**config.mk**
```make
export PLATFORM = sky130hd
export DESIGN_NAME = counter_arbiter_flat
export DESIGN_NICKNAME = d
export VERILOG_FILES = /design/src/rtl/counter_arbiter_if.sv /design/src/rtl/counter_arbiter.sv /design/src/flat_wrapper.sv
export SDC_FILE = /design/constraint.sdc
export NUM_CORES = 1
export LEC_CHECK = 0
export ABC_AREA = 1
export ABC_CLOCK_PERIOD_IN_PS = 1730
export CAP_MARGIN = 5
export CORE_MARGIN = 5
export CORE_UTILIZATION = 40
export CTS_CLUSTER_SIZE = 24
export DETAILED_ROUTE_END_ITERATION = 8
export GPL_ROUTABILITY_DRIVEN = 0
export PLACE_DENSITY = 0.7
export SYNTH_ARGS = -nofsm -noshare
export SYNTH_HDL_FRONTEND = slang
export SYNTH_SLANG_ARGS = --single-unit
```
**constraint.sdc**
```tcl
create_clock -name clk -period 1.73 [get_ports clk]
set_input_delay 0.346 -clock clk [delete_from_list [all_inputs] [get_ports clk]]
set_output_delay 0.346 -clock clk [all_outputs]
set_load 0.05 [all_outputs]
```
**src/rtl/counter_arbiter_if.sv**
```systemverilog
// Handshake bundle between the two-requester arbiter, its requesters and the shared counter.
interface counter_arbiter_if #(
    parameter int WIDTH = 8,
    parameter int LEN_W = 4
);
    logic [1:0]       req;
    logic [LEN_W-1:0] len0;
    logic [LEN_W-1:0] len1;
    logic [1:0]       gnt;
    logic [1:0]       done;
    logic             busy;
    logic             cnt_en;
    logic             cnt_clr;
    logic             cnt_tc;
    logic [WIDTH-1:0] cnt_count;

    modport master (
        output req, len0, len1, cnt_tc, cnt_count,
        input  gnt, done, busy, cnt_en, cnt_clr
    );

    modport slave (
        input  req, len0, len1, cnt_tc, cnt_count,
        output gnt, done, busy, cnt_en, cnt_clr
    );
endinterface

```
**src/rtl/counter_arbiter.sv**
```systemverilog
// Round-robin arbiter granting one of two requesters a run of N shared-counter periods,
// with a clear cycle before each run and a one-cycle completion pulse after it.
module counter_arbiter #(
    parameter int WIDTH     = 8,
    parameter int MAX_VALUE = 9,
    parameter int LEN_W     = 4
) (
    input  logic             clk,
    input  logic             rst,
    counter_arbiter_if.slave bus
);
    typedef enum logic [1:0] {IDLE, CLEAR, RUN, DONE} state_t;

    state_t           state_q;
    logic [1:0]       gnt_q;
    logic [1:0]       done_q;
    logic             cnt_en_q;
    logic             cnt_clr_q;
    logic [LEN_W-1:0] remaining_q;
    logic             last_q;
    logic             win_q;

    logic             win_d;
    logic [LEN_W-1:0] len_d;

    // With both requests high the requester not served last wins.
    always_comb begin
        win_d = bus.req[1];
        if (bus.req == 2'b11) begin
            win_d = ~last_q;
        end
        len_d = win_d ? bus.len1 : bus.len0;
    end

    always_ff @(posedge clk or negedge rst) begin
        if (!rst) begin
            state_q     <= IDLE;
            gnt_q       <= 2'b00;
            done_q      <= 2'b00;
            cnt_en_q    <= 1'b0;
            cnt_clr_q   <= 1'b0;
            remaining_q <= '0;
            last_q      <= 1'b1;
            win_q       <= 1'b0;
        end else begin
            done_q    <= 2'b00;
            cnt_clr_q <= 1'b0;
            case (state_q)
                IDLE: begin
                    if (bus.req != 2'b00) begin
                        win_q       <= win_d;
                        gnt_q       <= win_d ? 2'b10 : 2'b01;
                        remaining_q <= (len_d == '0) ? LEN_W'(1) : len_d;
                        cnt_clr_q   <= 1'b1;
                        state_q     <= CLEAR;
                    end
                end
                CLEAR: begin
                    if (!bus.req[win_q]) begin
                        gnt_q    <= 2'b00;
                        cnt_en_q <= 1'b0;
                        last_q   <= win_q;
                        state_q  <= IDLE;
                    end else begin
                        cnt_en_q <= 1'b1;
                        state_q  <= RUN;
                    end
                end
                RUN: begin
                    // A dropped request wins over a coincident final terminal count.
                    if (!bus.req[win_q]) begin
                        gnt_q    <= 2'b00;
                        cnt_en_q <= 1'b0;
                        last_q   <= win_q;
                        state_q  <= IDLE;
                    end else if (bus.cnt_tc && cnt_en_q) begin
                        if (remaining_q == LEN_W'(1)) begin
                            gnt_q         <= 2'b00;
                            cnt_en_q      <= 1'b0;
                            done_q[win_q] <= 1'b1;
                            state_q       <= DONE;
                        end
                        remaining_q <= remaining_q - LEN_W'(1);
                    end
                end
                DONE: begin
                    last_q  <= win_q;
                    state_q <= IDLE;
                end
                default: state_q <= IDLE;
            endcase
        end
    end

    assign bus.gnt     = gnt_q;
    assign bus.done    = done_q;
    assign bus.busy    = (state_q != IDLE);
    assign bus.cnt_en  = cnt_en_q;
    assign bus.cnt_clr = cnt_clr_q;
endmodule

```
**src/flat_wrapper.sv**
```systemverilog
// flat-port wrapper written by rule: the top's interface ports become plain ports
module counter_arbiter_flat 
#(
    parameter int WIDTH     = 8,
    parameter int MAX_VALUE = 9,
    parameter int LEN_W     = 4
)
  (clk, rst, bus_req, bus_len0, bus_len1, bus_cnt_tc, bus_cnt_count, bus_gnt, bus_done, bus_busy, bus_cnt_en, bus_cnt_clr);
  counter_arbiter_if #(.WIDTH(WIDTH), .LEN_W(LEN_W)) bus_i ();
  input  logic clk;
  input  logic rst;
  input wire logic [$bits(bus_i.req)-1:0] bus_req;
  input wire logic [$bits(bus_i.len0)-1:0] bus_len0;
  input wire logic [$bits(bus_i.len1)-1:0] bus_len1;
  input wire logic [$bits(bus_i.cnt_tc)-1:0] bus_cnt_tc;
  input wire logic [$bits(bus_i.cnt_count)-1:0] bus_cnt_count;
  output wire logic [$bits(bus_i.gnt)-1:0] bus_gnt;
  output wire logic [$bits(bus_i.done)-1:0] bus_done;
  output wire logic [$bits(bus_i.busy)-1:0] bus_busy;
  output wire logic [$bits(bus_i.cnt_en)-1:0] bus_cnt_en;
  output wire logic [$bits(bus_i.cnt_clr)-1:0] bus_cnt_clr;
  assign bus_i.req = bus_req;
  assign bus_i.len0 = bus_len0;
  assign bus_i.len1 = bus_len1;
  assign bus_i.cnt_tc = bus_cnt_tc;
  assign bus_i.cnt_count = bus_cnt_count;
  assign bus_gnt = bus_i.gnt;
  assign bus_done = bus_i.done;
  assign bus_busy = bus_i.busy;
  assign bus_cnt_en = bus_i.cnt_en;
  assign bus_cnt_clr = bus_i.cnt_clr;
  counter_arbiter #(.WIDTH(WIDTH), .MAX_VALUE(MAX_VALUE), .LEN_W(LEN_W)) u_core (.clk(clk), .rst(rst), .bus(bus_i));
endmodule
```
==> results.ini <==
[outcome]
outcome=complete, no violations

[cells_and_area]
final_area_sq_um=1232
layout-drive-gt1-share_pct=21.62
finalNonFillerCells=176
areaGrowthSynthToFinish_pct=32.93
layout_common_cells=37 x nand2_1, 13 x inv_1, 13 x dfrtp_1
layout_commonest_cell=nand2_1
final_core_util_pct=55.71
n_antenna_cell=0
finalNetCount=178

[yosys]
syn_inst=120
synth_area_sq_um=927.1
seq_area_frac_synth_pct=37.92
syn_nets=149
yosys_warnings=0
syn_avg_cell_area_sq_um=7.726
ys_seq_elements=14
ys_types=24

[pwr]
power.density_nw_per_um2=1858
ir_worst_vdd_mv=1.013
leakagePower_nw=0.6339
swShare_pct=48.36
p_sw_mw=1.107
clockPowerShare_pct=10.9
power_frac_comb_pct=62.6
p_int_mw=1.183
seq_power_share_pct=26.6

[cts]
cts_buffers=3
cts_tree=built
clkSlewWorstSetupHoldPaths_ns=0.09
cts_buffer_depth=2
h-tree-depth=1
cts_sinks=14
cts_hold_buf=0
clk-insertion-delay-late_ns=0.29
cts-root-buf=clkbuf_4

[detailed_routing]
totalWireLength_um=2066
vias=846
drt-pass1-iter-count=4
viasPerCell=4.807
drt_iter0_markers=13
drc=0
final_antenna_net_count=0
wl_per_cell_um=11.74

[placed_design]
io_buffers=19
placedCellCount=171
dpl_cell_area_sq_um=1174
pre_cts_ws_ns=-0.01273
dp_hpwl_um=1652

[die]
dieHeight_um=58.15
core_area_sq_um=2212
rows=17
start_util_pct=41.91
io_pins=28
die-area_sq_um=3381
fp.dieW_um=58.15

[timing]
maxSlewHeadroom_pct=79.78
report.final.setup_viol=0
hold_viol_final=0
slew_violations=0
max_freq_mhz=610.3
period_minus_slack_ns=1.638
fin_crit_sh_pct=94.71
worst_pin_slew_ns=0.3033
fin_ws_ns=0.09152
clock_skew_ns=0.002845
rsz0062_at_grt=false

[global_routing]
grt_pass1_wl_um=3484
grt-ovfl-total=0
grt_pass1_vias=822
antenna_found_initial=0
grtUsageTotal_pct=13.36
grt_max_degree=15

[critical_path]
path_common_cell=inv_1
timing.critical_path.slowest_cell_delay_ns=0.43
crit_type=register to primary output
arrival_ns=1.29
cp_slowest_cell=dfrtp_1
worstSetupEndpointType=primary output
cp-start-kind=register
critical_path.top_delay_family=flip-flops
cp_cell_sequence=inv_1 > ha_4 > inv_1 > buf_12
worst-path-buf-inv=3
cp.required_ns=1.38
path_max_fanout=5

[job]
drv_cap=0

[min_path]
min_path_type=primary input to async pin

==> stage by stage <==
stage	TNS, ns	total power, mW	hold WS (ns)
global route	0	2.507	0.3745
finish	0	2.290	0.3632
floorplan	0	1.566	0.05041
CTS	0	2.236	0.3793
global placement	0	1.928	0.4606
detailed placement	-0.01273	1.970	0.4670
==> logic make-up (layout without fill, tap and decap cells) <==
family	after synthesis	after routing	share of synthesized area [%]
xor gates and xnor gates	2	2	1.890
buffers and inverters	17	45	7.692
and+or+nand+nor	63	63	31.31
DFF	14	14	37.92
adders and majority gates	8	8	10.80
AOI/OAI and AO/OA	16	16	10.39
==> registers in the layout, indices dropped and copies added (netlist names) <==
signal,flops
u_core.bus.done,2
u_core.last_q,1
u_core.bus.gnt,2
u_core.bus.cnt_clr,1
u_core.remaining_q,4
u_core.win_q,1
u_core.state_q,2
u_core.bus.cnt_en,1
==> synthesized netlist by cell type <==
master,instances,area share [%]
o211ai_2,1,1.3
nand2_2,3,2.0
o211ai_1,2,1.6
o21ai_2,1,0.94
nand2_1,37,15
o21ai_1,1,0.54
nor2_2,1,0.68
nor2_1,7,2.8
inv_2,2,0.81
nor3b_2,1,1.3
nand3_1,7,3.8
buf_6,1,1.2
dfrtp_1,13,35
a21oi_1,3,1.6
nor3_1,1,0.54
nand3b_1,1,0.81
nand3_2,1,1.1
nor2_4,1,1.2
inv_1,14,5.7
dfstp_2,1,2.8
ha_1,8,11
o21ai_0,8,4.3
xor2_1,2,1.9
nand4_1,3,2.0
==> cell type report <==
cell class              count  area (sq um)
clock buffers               4         36.28
fillers                   222         979.7
inverters                  16         60.06
multi-input cells          89         519.2
flip-flops and latches     14         351.6
well taps                  28         35.03
repair buffers             25         230.2
==> layer usage <==
layer  GRT usage (%)  vias up  part of all wire [%]
met3           4.677        4                   3.6
met4           1.987        0                   1.3
met2           23.39       12                    50
met5               0        -                     0
li1                -      440                     -
met1           16.03      390                    45
==> worst register-to-register path: stages (launching register included) <==
cell and delay [ns]:
dfrtp_1 0.44, inv_2 0.14, ha_2 0.26, inv_1 0.12
nand2_1 0.12, nand3_2 0.13, nand2_2 0.12, o21ai_0 0.08
==> worst paths after layout <==
check / slack (ns) / from / end / cells after the start
max in group asynchronous: 1.12 / rst / u_core.last_q$_DFFE_PN1P_ / 2
min reg2reg: 0.48 / u_core.bus.gnt[1]$_DFFE_PN0P_ / u_core.bus.gnt[1]$_DFFE_PN0P_ / 2
min: 0.36 / rst / u_core.remaining_q[1]$_DFFE_PN0P_ / 2
max: 0.09 / u_core.state_q[1]$_DFFE_PN0P_ / bus_busy / 4
min in group clk: 0.48 / u_core.bus.gnt[1]$_DFFE_PN0P_ / u_core.bus.gnt[1]$_DFFE_PN0P_ / 2
max reg2reg: 0.21 / u_core.state_q[0]$_DFFE_PN0P_ / u_core.state_q[1]$_DFFE_PN0P_ / 7
==> power groups by stage <==
stage | sequential, mW | clock (mW) | combinational (mW)
final | 0.608 | 0.249 | 1.43
after global routing | 0.628 | 0.269 | 1.61
after CTS | 0.608 | 0.250 | 1.38
after detailed placement | 0.614 | 0 | 1.36
after global placement | 0.607 | 0 | 1.32
after floorplan | 0.728 | 0 | 0.838
==> repair_timing <==
action,CTS,global route
setup endpoints to repair,1,4
setup buffers,0,1
resized for setup,1,3
gates cloned,0,0
No activity file was read; power rests on OpenSTA's default activity.
